**config.mk**
```make
export PLATFORM = sky130hd
export DESIGN_NAME = exec_unit
export DESIGN_NICKNAME = d
export VERILOG_FILES = /design/src/rtl/exec_pkg.sv /design/src/rtl/exec_mdu_iter.sv /design/src/rtl/exec_unit.sv
export SDC_FILE = /design/constraint.sdc
export NUM_CORES = 1
export LEC_CHECK = 0
export BUFFER_PORTS_ARGS = -buffer_cell sky130_fd_sc_hd__buf_2
export CAP_MARGIN = 20
export CORE_AREA = 2 2 209 211
export DETAILED_ROUTE_END_ITERATION = 10
export DIE_AREA = 0 0 211 213
export GPL_TIMING_DRIVEN = 0
export PLACE_DENSITY = 0.39
export SLEW_MARGIN = 10
export SYNTH_ARGS = -nofsm -noshare
export SYNTH_HDL_FRONTEND = slang
export SYNTH_SLANG_ARGS = --single-unit
```
**constraint.sdc**
```tcl
create_clock -name clk -period 3.1 [get_ports clk]
set_input_delay 0.31 -clock clk [delete_from_list [all_inputs] [get_ports clk]]
set_output_delay 0.31 -clock clk [all_outputs]
set_load 0.02 [all_outputs]
```
**src/rtl/exec_pkg.sv**
```systemverilog
// Shared definitions for the RV32 execute unit: opcodes, FSM states and
// special-result constants. EXEC_UNIT_MDU_EN enables the iterative M extension.
package exec_pkg;

    localparam int unsigned OP_W     = 5;
    localparam int unsigned MAX_XLEN = 64;

    localparam logic [OP_W-1:0] OP_AND    = 5'h00;
    localparam logic [OP_W-1:0] OP_OR     = 5'h01;
    localparam logic [OP_W-1:0] OP_ADD    = 5'h02;
    localparam logic [OP_W-1:0] OP_XOR    = 5'h03;
    localparam logic [OP_W-1:0] OP_SUB    = 5'h06;
    localparam logic [OP_W-1:0] OP_SLT    = 5'h07;
    localparam logic [OP_W-1:0] OP_SLL    = 5'h08;
    localparam logic [OP_W-1:0] OP_SRL    = 5'h09;
    localparam logic [OP_W-1:0] OP_SRA    = 5'h0A;
    localparam logic [OP_W-1:0] OP_SLTU   = 5'h0B;
    localparam logic [OP_W-1:0] OP_PASSA  = 5'h0C;
    localparam logic [OP_W-1:0] OP_PASSB  = 5'h0D;
    localparam logic [OP_W-1:0] OP_MUL    = 5'h10;
    localparam logic [OP_W-1:0] OP_MULH   = 5'h11;
    localparam logic [OP_W-1:0] OP_MULHSU = 5'h12;
    localparam logic [OP_W-1:0] OP_MULHU  = 5'h13;
    localparam logic [OP_W-1:0] OP_DIV    = 5'h14;
    localparam logic [OP_W-1:0] OP_DIVU   = 5'h15;
    localparam logic [OP_W-1:0] OP_REM    = 5'h16;
    localparam logic [OP_W-1:0] OP_REMU   = 5'h17;

    typedef enum logic [1:0] {
        ST_IDLE = 2'd0,
        ST_BUSY = 2'd1,
        ST_FIX  = 2'd2
    } state_e;

    // Special results, sized for the widest supported XLEN and truncated by users.
    localparam logic [MAX_XLEN-1:0] ALL_ONES_MAX = '1;

    function automatic logic [MAX_XLEN-1:0] most_neg(input int unsigned xlen);
        return MAX_XLEN'(1) << (xlen - 1);
    endfunction

endpackage

```
**src/rtl/exec_mdu_iter.sv**
```systemverilog
// Iterative RV32M datapath: shared shift-add multiplier / restoring divider on
// operand magnitudes, with step counter, sign correction and special cases.
module exec_mdu_iter
    import exec_pkg::*;
#(
    parameter int unsigned XLEN = 32
) (
    input  logic            clk,
    input  logic            rst_n,
    input  logic            clear,
    input  logic            start,
    input  logic            step_en,
    input  logic [2:0]      op,
    input  logic [XLEN-1:0] a,
    input  logic [XLEN-1:0] b,
    output logic            last_c,
    output logic [XLEN-1:0] result_c
);

    localparam int unsigned CW = $clog2(XLEN);
    localparam int unsigned PW = 2 * XLEN;
    localparam logic [XLEN-1:0] ALL_ONES = XLEN'(ALL_ONES_MAX);
    localparam logic [XLEN-1:0] MOST_NEG = XLEN'(most_neg(XLEN));

    logic [PW-1:0]   p_q, p_d;
    logic [XLEN-1:0] opnd_q, opnd_d;
    logic [CW-1:0]   cnt_q, cnt_d;
    logic [2:0]      op_q, op_d;
    logic            sa_q, sa_d;
    logic            sb_q, sb_d;
    logic            dz_q, dz_d;
    logic            ovf_q, ovf_d;

    logic            is_mul;
    logic            a_sgn;
    logic            b_sgn;
    logic [XLEN-1:0] mag_a;
    logic [XLEN-1:0] mag_b;
    logic [XLEN:0]   add_sum;
    logic [XLEN:0]   rem_sh;
    logic [XLEN:0]   rem_diff;
    logic [PW-1:0]   prod;
    logic [XLEN-1:0] quot;
    logic [XLEN-1:0] rem;

    // Operand signedness by opcode: MUL/MULH both, MULHSU A only, DIV/REM both.
    always_comb begin
        is_mul = ~op[2];
        a_sgn  = a[XLEN-1] & (is_mul ? (op[1:0] != 2'b11) : ~op[0]);
        b_sgn  = b[XLEN-1] & (is_mul ? ~op[1] : ~op[0]);
        mag_a  = a_sgn ? -a : a;
        mag_b  = b_sgn ? -b : b;
    end

    // p_q holds {accumulator/remainder, multiplier/quotient}.
    always_comb begin
        add_sum  = {1'b0, p_q[PW-1:XLEN]} + (p_q[0] ? {1'b0, opnd_q} : '0);
        rem_sh   = {p_q[PW-1:XLEN], p_q[XLEN-1]};
        rem_diff = rem_sh - {1'b0, opnd_q};
    end

    always_comb begin
        p_d    = p_q;
        opnd_d = opnd_q;
        cnt_d  = cnt_q;
        op_d   = op_q;
        sa_d   = sa_q;
        sb_d   = sb_q;
        dz_d   = dz_q;
        ovf_d  = ovf_q;
        if (clear) begin
            cnt_d = '0;
        end else if (start) begin
            op_d   = op;
            sa_d   = a_sgn;
            sb_d   = b_sgn;
            dz_d   = (b == '0);
            ovf_d  = op[2] & ~op[0] & (a == MOST_NEG) & (b == ALL_ONES);
            opnd_d = is_mul ? mag_a : mag_b;
            p_d    = {XLEN'(0), (is_mul ? mag_b : mag_a)};
            cnt_d  = CW'(XLEN - 1);
        end else if (step_en) begin
            if (~op_q[2]) begin
                p_d = {add_sum, p_q[XLEN-1:1]};
            end else if (~rem_diff[XLEN]) begin
                p_d = {rem_diff[XLEN-1:0], p_q[XLEN-2:0], 1'b1};
            end else begin
                p_d = {rem_sh[XLEN-1:0], p_q[XLEN-2:0], 1'b0};
            end
            if (cnt_q != '0) begin
                cnt_d = cnt_q - CW'(1);
            end
        end
    end

    always_ff @(posedge clk or negedge rst_n) begin
        if (!rst_n) begin
            p_q    <= '0;
            opnd_q <= '0;
            cnt_q  <= '0;
            op_q   <= '0;
            sa_q   <= 1'b0;
            sb_q   <= 1'b0;
            dz_q   <= 1'b0;
            ovf_q  <= 1'b0;
        end else begin
            p_q    <= p_d;
            opnd_q <= opnd_d;
            cnt_q  <= cnt_d;
            op_q   <= op_d;
            sa_q   <= sa_d;
            sb_q   <= sb_d;
            dz_q   <= dz_d;
            ovf_q  <= ovf_d;
        end
    end

    assign last_c = (cnt_q == '0);

    // Remainder-by-zero already yields A after sign correction; only quotients need overriding.
    always_comb begin
        prod = (sa_q ^ sb_q) ? -p_q : p_q;
        quot = (sa_q ^ sb_q) ? -p_q[XLEN-1:0] : p_q[XLEN-1:0];
        rem  = sa_q ? -p_q[PW-1:XLEN] : p_q[PW-1:XLEN];
        if (~op_q[2]) begin
            result_c = (op_q[1:0] == 2'b00) ? prod[XLEN-1:0] : prod[PW-1:XLEN];
        end else if (~op_q[1]) begin
            result_c = dz_q ? ALL_ONES : (ovf_q ? MOST_NEG : quot);
        end else begin
            result_c = ovf_q ? '0 : rem;
        end
    end

endmodule

```
**src/rtl/exec_unit.sv**
```systemverilog
// Handshaked RV32 execute unit: single-cycle base ALU plus, when EXEC_UNIT_MDU_EN
// is defined, an iterative fixed-latency multiply/divide path.
module exec_unit
    import exec_pkg::*;
#(
    parameter int unsigned XLEN  = 32,
    parameter int unsigned TAG_W = 5
) (
    input  logic             clk,
    input  logic             rst_n,
    input  logic             flush,
    input  logic             in_valid,
    output logic             in_ready,
    input  logic [OP_W-1:0]  in_op,
    input  logic [XLEN-1:0]  in_a,
    input  logic [XLEN-1:0]  in_b,
    input  logic [TAG_W-1:0] in_tag,
    output logic             out_valid,
    input  logic             out_ready,
    output logic [XLEN-1:0]  out_result,
    output logic [TAG_W-1:0] out_tag,
    output logic             out_illegal
);

    localparam int unsigned SHW = $clog2(XLEN);

    state_e           state_q, state_d;
    logic             out_valid_q, out_valid_d;
    logic [XLEN-1:0]  out_result_q, out_result_d;
    logic [TAG_W-1:0] out_tag_q, out_tag_d;
    logic             out_illegal_q, out_illegal_d;

    logic             accept_c;
    logic [XLEN-1:0]  alu_res_c;
    logic             alu_ill_c;
    logic [SHW-1:0]   shamt;

    assign in_ready = rst_n && (state_q == ST_IDLE) && !flush && (!out_valid_q || out_ready);
    assign accept_c = in_valid && in_ready;

    // Base ALU; every opcode without a case arm (including all M ops) is illegal here.
    always_comb begin
        alu_res_c = '0;
        alu_ill_c = 1'b0;
        shamt     = in_b[SHW-1:0];
        case (in_op)
            OP_AND:   alu_res_c = in_a & in_b;
            OP_OR:    alu_res_c = in_a | in_b;
            OP_ADD:   alu_res_c = in_a + in_b;
            OP_XOR:   alu_res_c = in_a ^ in_b;
            OP_SUB:   alu_res_c = in_a - in_b;
            OP_SLT:   alu_res_c = XLEN'($signed(in_a) < $signed(in_b));
            OP_SLTU:  alu_res_c = XLEN'(in_a < in_b);
            OP_SLL:   alu_res_c = in_a << shamt;
            OP_SRL:   alu_res_c = in_a >> shamt;
            OP_SRA:   alu_res_c = $signed(in_a) >>> shamt;
            OP_PASSA: alu_res_c = in_a;
            OP_PASSB: alu_res_c = in_b;
            default:  alu_ill_c = 1'b1;
        endcase
    end

`ifdef EXEC_UNIT_MDU_EN
    logic             is_mop_c;
    logic             mdu_start_c;
    logic             mdu_last_c;
    logic [XLEN-1:0]  mdu_result_c;
    logic [TAG_W-1:0] tag_q, tag_d;

    assign is_mop_c    = in_op[4] & ~in_op[3];
    assign mdu_start_c = accept_c & is_mop_c;

    exec_mdu_iter #(
        .XLEN (XLEN)
    ) u_mdu (
        .clk      (clk),
        .rst_n    (rst_n),
        .clear    (flush),
        .start    (mdu_start_c),
        .step_en  (state_q == ST_BUSY),
        .op       (in_op[2:0]),
        .a        (in_a),
        .b        (in_b),
        .last_c   (mdu_last_c),
        .result_c (mdu_result_c)
    );

    always_comb begin
        tag_d = mdu_start_c ? in_tag : tag_q;
    end

    always_ff @(posedge clk or negedge rst_n) begin
        if (!rst_n) begin
            tag_q <= '0;
        end else begin
            tag_q <= tag_d;
        end
    end
`endif

    // Next state and output register; flush overrides both acceptance and completion.
    always_comb begin
        state_d       = state_q;
        out_valid_d   = out_valid_q;
        out_result_d  = out_result_q;
        out_tag_d     = out_tag_q;
        out_illegal_d = out_illegal_q;
        if (out_ready) begin
            out_valid_d   = 1'b0;
            out_result_d  = '0;
            out_tag_d     = '0;
            out_illegal_d = 1'b0;
        end
`ifdef EXEC_UNIT_MDU_EN
        case (state_q)
            ST_IDLE: begin
                if (accept_c) begin
                    if (is_mop_c) begin
                        state_d = ST_BUSY;
                    end else begin
                        out_valid_d   = 1'b1;
                        out_result_d  = alu_res_c;
                        out_tag_d     = in_tag;
                        out_illegal_d = alu_ill_c;
                    end
                end
            end
            ST_BUSY: begin
                if (mdu_last_c) begin
                    state_d = ST_FIX;
                end
            end
            ST_FIX: begin
                out_valid_d   = 1'b1;
                out_result_d  = mdu_result_c;
                out_tag_d     = tag_q;
                out_illegal_d = 1'b0;
                state_d       = ST_IDLE;
            end
            default: state_d = ST_IDLE;
        endcase
`else
        if (accept_c) begin
            out_valid_d   = 1'b1;
            out_result_d  = alu_res_c;
            out_tag_d     = in_tag;
            out_illegal_d = alu_ill_c;
        end
`endif
        if (flush) begin
            state_d       = ST_IDLE;
            out_valid_d   = 1'b0;
            out_result_d  = '0;
            out_tag_d     = '0;
            out_illegal_d = 1'b0;
        end
    end

    always_ff @(posedge clk or negedge rst_n) begin
        if (!rst_n) begin
            state_q       <= ST_IDLE;
            out_valid_q   <= 1'b0;
            out_result_q  <= '0;
            out_tag_q     <= '0;
            out_illegal_q <= 1'b0;
        end else begin
            state_q       <= state_d;
            out_valid_q   <= out_valid_d;
            out_result_q  <= out_result_d;
            out_tag_q     <= out_tag_d;
            out_illegal_q <= out_illegal_d;
        end
    end

    assign out_valid   = out_valid_q;
    assign out_result  = out_result_q;
    assign out_tag     = out_tag_q;
    assign out_illegal = out_illegal_q;

endmodule

```
### Word level (Yosys, flattened, before mapping)

Cells that the tools add are included.

| cells by class | value |
|---|---|
| add/sub/neg operators | 2 |
| $lt $le $gt $ge | 2 |
| eq/ne operators | 11 |
| shift operators | 3 |
| multiplexer cells | 13 |
| bitwise gates (word level) | 3 |
| reductions and logical operators | 9 |

Operators by type and width:

| operator | count |
|---|---|
| one-hot mux 32 bit (12 select lines) | 1 |
| two-way mux 32 bit | 3 |
| less-than comparator 32 bit | 2 |
| adder 32 bit | 1 |
| bitwise AND 32 bit | 1 |
| OR 32 bit | 1 |
| << shifter 32 x 5 -> 32 bit | 1 |
| right shift 32 x 5 -> 32 bit | 1 |
| >>> shifter 32 x 5 -> 32 bit | 1 |
| subtractor 32 bit | 1 |
| XOR 32 bit | 1 |
| equality test 5 x 4 -> 1 bit, second input constant | 6 |
| two-way mux 5 bit | 3 |
| OR reduction 12 bit | 1 |
| equality test 5 x 2 -> 1 bit, second input constant | 2 |
| equality test 5 x 3 -> 1 bit, second input constant | 2 |
| two-way mux 1 bit | 6 |
| equality test 5 x 1 -> 1 bit, second input constant | 1 |
| logical NOT 5 bit | 1 |
| logical AND 1 bit | 3 |
| nonzero test 3 bit | 1 |
| logical NOT 1 bit | 2 |
| logical OR 1 bit | 1 |

| storage, ports and cells | value |
|---|---|
| flip-flop bits (word level) | 39 |

### Longest topological paths before layout

| logic depth | value |
|---|---|
| depth in word-level cells | 6 |
| depth in mapped cells | 16 |
| gate-level depth less buffers | 13 |

### Worst setup path before layout

OpenSTA, ideal clock, no wires.

| timing | value |
|---|---|
| path type | input-to-reg |
| start | in in_b[2] |
| end | reg out_result_q[30] (netlist: out_result[30]) |
| data arrival time | 3.627 ns |
| path slack | -0.653 ns |
| stages | 16 |
| cell sequence | buf_2 -> inv_1 -> buf_2 -> buf_1 -> buf_2 -> ha_1 -> clkbuf_1 -> a211oi_1 -> o21ai_1 -> o2111ai_1 -> nand2_1 -> a21oi_1 -> o21ai_0 -> a211oi_1 -> mux2i_1 -> a311o_1 |

| between the ends | value |
|---|---|
| cells in the longest elaborated chain, start to end | 4 |
| elaborated cells on any way between the ends | 8 |
| classes of those cells | add/sub (2); shift (3); mux (3) |

Ends and longest elaborated chain:

| what | RTL line | RTL |
|---|---|---|
| start, declared | exec_unit.sv:16 | `input logic [XLEN-1:0] in_b,` |
| subtractor 32 bit, or another cell as far along | exec_unit.sv:51 | `OP_SUB: alu_res_c = in_a - in_b;` |
| one-hot mux 32 bit (12 select lines) (*) | exec_unit.sv:46 | `case (in_op)` |
| two-way mux 32 bit (*) | exec_unit.sv:143 | `if (accept_c) begin` |
| two-way mux 32 bit (*) | exec_unit.sv:150 | `if (flush) begin` |
| end signal, assigned | exec_unit.sv:169 | `out_result_q <= out_result_d;` |
| end, declared | exec_unit.sv:29 | `logic [XLEN-1:0] out_result_q, out_result_d;` |

Mark *: on every way between the ends. The rest lies on a longest branch, timed or not.
A chain may end at the register's enable or synchronous reset.

### Final worst setup path

| timing | value |
|---|---|
| start | in in_b[2] |
| end | reg out_result_q[17] (netlist: out_result[17]) |

Same word-level chain as after synthesis.

==> flow_metrics.env <==
export IMPL_outcome="complete, but fails checks"
export IMPL_violations="negative setup slack"
export IMPL_timing_critical_path_max_delay_family="compound AO/OA/AOI/OAI gates"
export IMPL_fin_skew_ns=0.005588
export IMPL_setup_tns_final_ns=-0.1025
export IMPL_ys_dominant_reg_cell="dfrtp_1"
export IMPL_fmax_ghz=0.3129
export IMPL_dieHeight_um=213
export IMPL_wire_per_inst_um=31.90
export IMPL_place_gp_congestion=1.060
export IMPL_rr_endpoint="out_result[0]$_DFFE_PN0P_"
export IMPL_ys_types=82
export IMPL_r2r_start="out_valid$_DFFE_PN0P_"
export IMPL_worst_setup_path_end_kind="flop"
export IMPL_power_leakage_nw=5.479
export IMPL_cell_internal_pwr_mw=1.630
export IMPL_placedInstanceArea_um2=11950
export IMPL_postSynthRegisterBits=39
export IMPL_cts_root_buffer="clkbuf_16"
export IMPL_irDropWorstVdd_mv=0.2530
export IMPL_setup_ws_ns=-0.09565
export IMPL_routed_via_count=13700
export IMPL_power_switching_share_pct=51.38
export IMPL_unrepaired_setup_endpoints_after_global_routing="true"
export IMPL_layout_nets=1816
export IMPL_synth_cell_area_um2=10580
export IMPL_drt_wl_total_mm=69.60
export IMPL_critical_path_class="in2reg"
export IMPL_cap_viol_max_count=0
export IMPL_comb_power_share_pct=65.2
export IMPL_yosys_area_top_type="ha_1"
export IMPL_seq_area_um2=975.9
export IMPL_timing_critical_path_slowest_cell_delay_ns=0.69
export IMPL_clkTransAtPathRegs_ns=0.07
export IMPL_dp_hpwl_mm=55.71
export IMPL_maximum_number_of_pins_on_one_net_before_global_route_repair=42
export IMPL_power_density_nw_per_um2=253.3
export IMPL_finalSetupViolations=2
export IMPL_worst_r2r_cell_count=7
export IMPL_tritoncts="yes"
export IMPL_layout_cell_area_non_filler_um2=13230
export IMPL_seq_power_share_pct=15.7
export IMPL_cp_num_buf_inv=5
export IMPL_detail_route_iter0_violations=1580
export IMPL_cts_max_path_buffers=2
export IMPL_period_needed_ns=3.196
export IMPL_n_antenna_cell=0
export IMPL_cts_made_buffers=5
export IMPL_ys_top_cells_by_area="ha_1, dfrtp_1, a21oi_1"
export IMPL_tritoncts_num_sinks=39
export IMPL_grt_overflow_total=0
export IMPL_detailedRoute_firstPassIterationCount=6
export IMPL_most_common_cell_after_layout_fill_and_taps_aside="nor2_1"
export IMPL_io_buffer_count=116
export IMPL_critical_path_arrival_ns=3.36
export IMPL_synth_fp_nets=1678
export IMPL_netSwitchingPower_mw=1.723
export IMPL_syn_area_per_cell_um2=7.068
export IMPL_timing_final_hold_violations=0
export IMPL_fp_dieArea_um2=44940
export IMPL_worst_hold_slack_ns=0.005344
export IMPL_postLayoutCoreUtil_pct=31.00
export IMPL_most_common_layout_cells="nor2_1, a21oi_1, nand2_1, buf_2, inv_1"
export IMPL_grt_pass1_vias=12950
export IMPL_tightest_slew_ns=1.202
export IMPL_die_width_um=211
export IMPL_synthCells=1497
export IMPL_critPathRequiredTime_ns=3.27
export IMPL_slew_limit_headroom_pct=19.05
export IMPL_worstPathCellList="clkbuf_4, inv_4, buf_12, buf_4, buf_1, o21ai_0, a21oi_1, a21oi_1, nand4b_1, a211oi_1, a211oi_1"
export IMPL_starting_utilization_of_the_core_area_pct=24.78
export IMPL_area_of_the_multi_input_gates_um2=9428
export IMPL_seq_area_frac_synth_pct=9.223
export IMPL_design_core_area_um2=42700
export IMPL_power_frac_clock_pct=19.1
export IMPL_global_route_usage_total_pct=30.25
export IMPL_fillCellCount=4686
export IMPL_synth_enable_flop_cells=0
export IMPL_critical_path_slowest_cell="buf_1"
export IMPL_timing_max_transition_violations_final=0
export IMPL_clock_latency_ns=0.30
export IMPL_pin_count=119
export IMPL_startpoint_type="input port"
export IMPL_synth_largest_type_area_fraction_pct=11.82
export IMPL_number_of_buffers_inserted_for_hold_repair_after_clock_tree_synthesis=0
export IMPL_ant_nets=0
export IMPL_report_power_total_mw=3.353
export IMPL_classification_of_the_worst_slack_hold_path="in2async"
export IMPL_yosysWarningCount=0
export IMPL_route_detailed_vias_per_inst=6.279
export IMPL_final_period_utilization_pct=103.1
export IMPL_fp_row_count=76
export IMPL_syn2layout_area_growth_pct=25.07
export IMPL_grt_pass1_wl_mm=97.54
export IMPL_r2r_slack_ns=0.09
export IMPL_drc_violations_left=0
export IMPL_h_tree_depth=2
export IMPL_crit_path_max_fanout=10
export IMPL_antenna_found_initial=0
export IMPL_postSynth_asyncResetShare_pct=100.0
export IMPL_final_layout_size_suffix_gt1_share_pct=24.69
registers in the layout, summed over array words and instances, names as in the netlist:
| name | count |
|---|---|
| out_result | 32 |
| out_tag | 5 |
| out_illegal | 1 |
| out_valid | 1 |
cells by family after synthesis:
kind of cell / after synthesis / synth area share [%]
AOI/OAI and AO/OA: 564 / 35.96
adders and majority gates: 102 / 12.20
DFF: 39 / 9.223
and+or+nand+nor: 441 / 18.99
xor gates and xnor gates: 6 / 0.4966
muxes: 114 / 14.35
buffers and inverters: 231 / 8.774
through the flow:
stage / instances / setup slack (ns)
2_1_floorplan: 1497 / -0.002190
3_3_place_gp: 2159 / -1.685
3_5_place_dp: 2164 / -1.548
4_1_cts: 2179 / 0.0006037
5_1_grt: 2182 / -0.02507
6_report: 2182 / -0.09565
synth_stat cells (21+ instances only):
library cell  instances
clkbuf_1             81
buf_2                24
a221oi_1             25
dfrtp_1              39
o221ai_1             21
mux2i_1              64
ha_1                100
a211oi_1             42
nand2_1             134
a21oi_1             146
nor3_1               33
o21ai_0             102
mux2_2               22
mux4_2               28
nor2_1              153
inv_1               104
nand3_1              32
how the worst max path moves through the flow:
stage,depth (start not counted),slack [ns],startpoint,endpoint
finish,11,-0.1,in_b[2],out_result[17]$_DFFE_PN0P_
global route,11,-0.03,in_a[14],out_result[27]$_DFFE_PN0P_
CTS,12,0.0006,in_op[2],out_result[5]$_DFFE_PN0P_
detailed placement,15,-1.55,in_b[3],out_result[31]$_DFFE_PN0P_
global placement,10,-1.68,in_op[2],out_result[9]$_DFFE_PN0P_
floorplan,16,-0.002,in_b[2],out_result[30]$_DFFE_PN0P_
area by class of cell:
| class | instances | area share [%] |
|---|---|---|
| Multi-Input combinational cell | 1227 | 71.24 |
| Sequential cell | 39 | 7.375 |
| Timing Repair Buffer | 147 | 6.344 |
| Buffer | 108 | 5.332 |
| Tap cell | 546 | 5.162 |
| Inverter | 107 | 3.271 |
| Clock buffer | 5 | 0.9455 |
| Clock inverter | 3 | 0.3309 |
power by group through the flow:
stage	clock network, mW	logic [mW]	registers (mW)
floorplan	0	1.10	0.547
global placement	0	1.87	0.535
detailed placement	0	1.86	0.535
CTS	0.653	2.06	0.525
global route	0.670	2.29	0.526
finish	0.641	2.19	0.525
worst reg2reg max path, stage by stage, from the launching register on:
cell and delay, ns:
dfrtp_1 0.35, inv_1 0.07, a311oi_2 0.54, clkbuf_2 0.46, clkbuf_1 0.61, buf_2 0.48
a21oi_1 0.17, a211oi_2 0.24
routing by layer:
metal / part of all wire (%) / global-route usage [%] / vias up
met5: 0 / 0 / -
met4: 4.3 / 10.66 / 0
met3: 7.2 / 3.295 / 133
met2: 45 / 48.62 / 729
met1: 44 / 41.91 / 6905
li1: - / - / 5934
timing repair:
action / CTS / global route
endpoints found under the setup margin: 38 / 29
pin swaps: 32 / 34
buffers inserted: 18 / 9
resized for setup: 191 / 97
No activity file was read; power rests on OpenSTA's default activity.
